**src/rtl/pc_seq_pkg.sv**
```systemverilog
// Shared types and constants for the program-counter sequencer: FSM state
// encodings, branch-compare codes, PC width/step and the branch offset helper.
package pc_seq_pkg;

   localparam int PC_W = 16;
   localparam logic [PC_W-1:0] PC_STEP = 16'd2;

   typedef enum logic [1:0] {
      IDLE   = 2'b00,
      FETCH  = 2'b01,
      EXEC   = 2'b10,
      HALTED = 2'b11
   } seqState_t;

   typedef enum logic [1:0] {
      BR_EQ  = 2'b00,
      BR_LT  = 2'b01,
      BR_NEQ = 2'b10,
      BR_GEQ = 2'b11
   } brControl_t;

   // imm is a signed word offset; instructions are 2 bytes wide.
   function automatic logic [PC_W-1:0] branchOffset(input logic [6:0] imm);
      return {{(PC_W - 8){imm[6]}}, imm, 1'b0};
   endfunction

endpackage

```
**src/rtl/branch_cond_eval.sv**
```systemverilog
// Combinational branch evaluator: unsigned compare of the decode operands and
// the pc-relative branch target.
module branch_cond_eval
   import pc_seq_pkg::*;
(
   input  logic [1:0]      br_control,
   input  logic [PC_W-1:0] in0,
   input  logic [PC_W-1:0] in1,
   input  logic [6:0]      imm,
   input  logic [PC_W-1:0] pc,
   output logic            taken,
   output logic [PC_W-1:0] target
);

   always_comb begin
      taken = 1'b0;
      case (brControl_t'(br_control))
         BR_EQ:  taken = (in0 == in1);
         BR_LT:  taken = (in0 <  in1);
         BR_NEQ: taken = (in0 != in1);
         BR_GEQ: taken = (in0 >= in1);
         default: taken = 1'b0;
      endcase
   end

   assign target = pc + branchOffset(imm);

endmodule

```
**src/rtl/pc_sequencer.sv**
```systemverilog
// Program counter and fetch/execute sequencer with branch resolution.
// Optional branch statistics counters are built when BRANCH_STATS_EN is defined.
module pc_sequencer
   import pc_seq_pkg::*;
#(
   parameter logic [15:0] RESET_PC = 16'h0000,
   parameter int          CNT_W    = 16
) (
   input  logic             clk,
   input  logic             reset,
   input  logic             run,
   input  logic             halt,
   output logic             imem_req,
   output logic [15:0]      imem_addr,
   input  logic             imem_ack,
   output logic             instr_valid,
   input  logic             br_valid,
   input  logic [1:0]       br_control,
   input  logic [15:0]      br_in0,
   input  logic [15:0]      br_in1,
   input  logic [6:0]       br_imm,
   output logic [15:0]      pc,
   output logic [1:0]       seq_state,
   output logic [CNT_W-1:0] branch_cnt,
   output logic [CNT_W-1:0] taken_cnt
);

   seqState_t       stateReg, stateNext;
   logic [PC_W-1:0] pcReg, pcNext;
   logic [PC_W-1:0] brTarget;
   logic            condTrue;
   logic            brTaken;

   branch_cond_eval uCond (
      .br_control (br_control),
      .in0        (br_in0),
      .in1        (br_in1),
      .imm        (br_imm),
      .pc         (pcReg),
      .taken      (condTrue),
      .target     (brTarget)
   );

   assign brTaken = br_valid && condTrue;

   always_comb begin
      stateNext   = stateReg;
      pcNext      = pcReg;
      imem_req    = 1'b0;
      instr_valid = 1'b0;
      case (stateReg)
         IDLE: begin
            if (run) stateNext = FETCH;
         end
         FETCH: begin
            // An issued fetch always completes; run/halt wait for the ack.
            imem_req = 1'b1;
            if (imem_ack) stateNext = EXEC;
         end
         EXEC: begin
            instr_valid = 1'b1;
            pcNext      = brTaken ? brTarget : pcReg + PC_STEP;
            if (halt)      stateNext = HALTED;
            else if (!run) stateNext = IDLE;
            else           stateNext = FETCH;
         end
         HALTED: begin
            stateNext = HALTED;
         end
         default: stateNext = IDLE;
      endcase
   end

   always_ff @(posedge clk) begin
      if (reset) begin
         stateReg <= IDLE;
         pcReg    <= RESET_PC;
      end else begin
         stateReg <= stateNext;
         pcReg    <= pcNext;
      end
   end

   assign pc        = pcReg;
   assign imem_addr = pcReg;
   assign seq_state = stateReg;

`ifdef BRANCH_STATS_EN
   logic [CNT_W-1:0] branchCntReg, takenCntReg;
   logic             brResolved;

   assign brResolved = (stateReg == EXEC) && br_valid;

   // Both counters stick at all-ones rather than wrapping.
   always_ff @(posedge clk) begin
      if (reset) begin
         branchCntReg <= '0;
         takenCntReg  <= '0;
      end else if (brResolved) begin
         if (branchCntReg != '1) branchCntReg <= branchCntReg + CNT_W'(1);
         if (condTrue && (takenCntReg != '1)) takenCntReg <= takenCntReg + CNT_W'(1);
      end
   end

   assign branch_cnt = branchCntReg;
   assign taken_cnt  = takenCntReg;
`else
   assign branch_cnt = '0;
   assign taken_cnt  = '0;
`endif

endmodule

```
**config.mk**
```make
export PLATFORM = sky130hd
export DESIGN_NAME = pc_sequencer
export DESIGN_NICKNAME = d
export VERILOG_FILES = /design/src/rtl/pc_seq_pkg.sv /design/src/rtl/branch_cond_eval.sv /design/src/rtl/pc_sequencer.sv
export SDC_FILE = /design/constraint.sdc
export NUM_CORES = 1
export LEC_CHECK = 0
export ABC_CLOCK_PERIOD_IN_PS = 5400
export CORE_ASPECT_RATIO = 1.2
export CORE_MARGIN = 1
export CORE_UTILIZATION = 40
export DETAILED_ROUTE_END_ITERATION = 7
export PLACE_DENSITY_LB_ADDON = 0.2
export SYNTH_ARGS = -nofsm -noshare
export SYNTH_HDL_FRONTEND = slang
export SYNTH_SLANG_ARGS = --single-unit
```
**constraint.sdc**
```tcl
create_clock -name clk -period 5.4 [get_ports clk]
set_input_delay 1.08 -clock clk [delete_from_list [all_inputs] [get_ports clk]]
set_output_delay 1.08 -clock clk [all_outputs]
set_load 0.005 [all_outputs]
```
==> results by stage <==
STA:
- For the pin with the worst max-slew slack, the measured transition is 0.815 ns.
- Adding up every negative setup slack in the final design gives 0 ns.
- After layout, the worst path uses 95.8% of the clock period.
- Timing would allow up to 193 MHz.
- Subtracting the final worst setup slack from the clock period gives 5.17 ns.
- The final count of pins violating max slew came to 0.
- In the post-route analysis, the smallest setup slack over all paths is 0.227 ns.
- The final hold slack is 0.494 ns.
- The number of failing hold endpoints at the final stage is 0.
- In this run the tightest slew margin relative to its limit is 45.5%.
- Setup violations remaining at the end of the flow were counted as 0.
- The clock skew after layout is 0.00248 ns.

Clocking:
- The worst-case clock buffer depth is 2.
- After clock tree synthesis, the clock-pin slew on the worst setup and hold paths is 0.07 ns.
- CTS built an H-tree with a depth of 1.
- The latest clock arrival within the worst-skew pair is 0.26 ns.
- The cell sitting at the root of the clock tree is a clkbuf_8.
- The number of buffers created by CTS is 3.
- Counting every sink on the clock net gives 17.
- The number of hold buffers added after CTS was 0.
- TritonCTS built the clock tree.

Setup path:
- The beginning of the critical path is br_in1[3].
- The most used cell along the critical path is o31a_1.
- The launch point of the worst reg-to-reg path is imem_addr[1]$_SDFFE_PP0P_.
- On the critical path the largest part of the delay comes from compound AO/OA/AOI/OAI gates.
- The data required time of the critical path is 5.55 ns.
- Counting both buffers and inverters, the worst setup path holds a total of 4.
- The critical path goes through clkdlybuf4s50_1 -> inv_1 -> ha_1 -> nand4_1 -> or4_4 -> o31ai_4 -> o21ai_1 -> a21oi_1 -> buf_4 -> nand2b_1 -> ha_2 -> inv_2 -> fa_2 -> nor2b_4 -> o31a_1 -> o31a_1 -> a2111o_1 -> a21o_1 -> mux2i_1 -> mux2_1.
- The type of origin of the critical path is an input port.
- In this run the worst path has a maximum fanout of 7.
- The worst setup path is captured at a flop.
- The delay of the slowest cell on the worst path is 0.52 ns.
- The critical path class is input port to flop.
- The arrival time of the worst setup path is 5.32 ns.
- The slowest cell on the critical path is or4_4.

Global route:
- The first global-routing pass estimated 7720 µm of wire.
- The initial antenna violation count is 0.
- The total global routing track utilization is 16.4%.
- The pin count of the biggest net entering global routing is 24.
- The number of global-route vias before repair is 1921.
- The aggregate global routing overflow is 0.

Cells and area:
- Counting the fill cells in the layout gives 454.
- The net count reported at finish is 441.
- The finished layout cell area is 3160 µm².
- The number of antenna diodes in the final layout is 0.
- Of the cells placed in the final design, the portion with a size suffix greater than 1 is 14.4%.
- In the final layout, the multi-input gates occupy 1640 µm².
- The final core area utilization is 62.6%.
- Across the whole layout, storage elements account for 340 µm².
- The area overhead of the layout relative to synthesis is 46.3%.
- After the flow finishes, the layout carries non-filler instances totaling 422.

Logic synthesis:
- Of the synthesized area, sequential elements account for 15.8%.
- Yosys attributes the largest share of cell area to ha_1, buf_4, dfxtp_1.
- The top cell type's share of synthesized area is 17.4%.
- Synthesis instantiated 48 different standard cells from the library.
- The most used flip-flop cell after synthesis is dfxtp_1.
- ha_1 takes more of the synthesized area than any other cell.
- The mapped netlist covers 2160 µm².
- Counting flops and latches in the post-synthesis netlist gives 17.
- The proportion of synthesized flip-flops having asynchronous set or reset is 0%.
- Yosys mapped a number of flops with a built-in enable equal to 0.
- The number of standard cells after synthesis is 282.
- The total number of yosys warnings is 0.
- The average instance in the mapped netlist occupies 7.65 µm².

Placed design:
- The total half-perimeter wirelength after legalization and detailed placement is 3780 µm.
- In this run the cell area measured after placement is 2860 µm².
- The congestion estimate from routability-driven global placement came to 0.855.
- Input and output buffers added on the ports amount to 80.
- Prior to clock tree synthesis, the placed netlist has a worst setup slack of -0.0798 ns.
- Once placement completed, the tool counted placed cells totaling 413.

Floorplanning:
- The vertical extent of the die is 82.4 µm.
- The starting density of the core is 42.8%.
- The core box area is 5040 µm².
- The die is 69.0 µm wide.
- The overall die area is 5690 µm².
- During I/O placement, the number of pins put on the boundary was 115.
- In this run the core area contains 28 standard-cell rows.

Power and ir drop:
- The power per standard cell area is 122 nW/µm².
- The design draws 384 µW.
- The maximum vdd ir drop is 0.0683 mV.
- The static leakage power is 1.53 nW.

Hold path:
- The kind of path behind the tightest hold check is flop to flop.
- In this run the most critical hold path is launched from imem_addr[13]$_SDFFE_PP0P_.

Detailed routing:
- The detail-routed via count per cell is 4.91.
- Across all layers, the routed design uses 2073 vias.
- In this run the remaining antenna-violating nets after routing total 0.
- For this block, the routed nets add up to 5160 µm of wire.
- The length of the first detailed-routing pass in iterations is 4.
- The DRC violation total after the first TritonRoute iteration is 59.
- The remaining design rule violation count is 0.
- The per-cell routed wire length is 12.2 µm.

Status:
- The run finished with clean final reports.

Job:
- The tool flagged a number of max-cap violations equal to 0.
==> per-layer routing <==
metal  GRT usage [%]  part of all wire [%]  up-vias  wire length [µm]
li1                -                     -     1063                 -
met1            17.3                    39      913              2020
met2            32.4                    53       88              2750
met3            2.67                   5.7        9               294
met4            7.14                   1.9        0                96
met5               0                     0        -                 0
==> layout by cell type, fill, tap and decap left out, drive strengths merged, types with 9 or more instances in the layout <==
| cell type | Yosys | layout |
|---|---|---|
| conb | 1 | 34 |
| ha | 30 | 30 |
| nand2 | 24 | 24 |
| clkdlybuf4s50 | 0 | 62 |
| dfxtp | 17 | 17 |
| inv | 23 | 23 |
| o21ai | 13 | 13 |
| dlymetal6s2s | 0 | 18 |
| buf | 49 | 17 |
| a21oi | 27 | 27 |
| nor2 | 9 | 9 |
==> worst paths after layout <==
check / end / slack (ns) / cells past startpoint
setup / recovery: imem_addr[15]$_SDFFE_PP0P_ / 0.23 / 20
setup reg to reg: imem_addr[15]$_SDFFE_PP0P_ / 2.66 / 10
hold / removal: imem_addr[13]$_SDFFE_PP0P_ / 0.49 / 2
hold reg to reg: imem_addr[13]$_SDFFE_PP0P_ / 0.49 / 2
==> kinds of logic (layout without fill, tap and decap cells) <==
| kind of cell | after synthesis | in the layout | share of synthesized area (%) |
|---|---|---|---|
| AOI/OAI and AO/OA | 71 | 71 | 21.5 |
| xor gates and xnor gates | 6 | 6 | 2.44 |
| adders and majority gates | 31 | 31 | 18.3 |
| buffers and inverters | 77 | 124 | 21.9 |
| DFF | 17 | 17 | 15.8 |
| muxes | 2 | 2 | 0.986 |
| other | 1 | 34 | 0.174 |
| and+or+nand+nor | 77 | 77 | 18.9 |
==> state kept, by name, indices dropped and copies added, names as in the netlist <==
name       cells
seq_state      2
imem_addr     15
==> synth_stat cells, types with 2 or more instances <==
cell      count
buf_4        49
ha_1         30
a21oi_1      27
nand2_1      24
inv_1        23
dfxtp_1      17
o21ai_0      12
nor2_1        9
nand3_1       7
o21a_1        7
a21o_1        6
and2_1        5
clkbuf_1      5
nand3b_1      5
nor2b_1       5
nand2b_1      4
nor3_1        4
xor2_1        4
nand4_1       3
o31ai_1       3
a211oi_1      2
and3_1        2
o31a_1        2
or2_2         2
xnor2_1       2
==> final cells by class <==
cell class | instances | area share [%]
multi-input combinational | 221 | 51.8
timing repair buffer | 97 | 30.8
sequential | 17 | 10.8
inverter | 23 | 2.73
tap | 60 | 2.38
clock buffer | 4 | 1.43
==> worst min-delay path, cell delays in order (launching register included) <==
cell and delay (ns):
dfxtp_1 0.34, nand2_1 0.06, a21oi_1 0.05
==> where the power goes <==
part	internal [mW]	leakage (nW)	switching [mW]
logic	0.0844	1.37	0.0665
clock network	0.0525	0.0228	0.0479
registers	0.129	0.138	0.00404
==> timing repair <==
action                     4_1_cts  5_1_grt
setup endpoints to repair        0        1
resized for setup                0       47
setup buffers                    0        5
No activity file was read; power rests on OpenSTA's default activity.
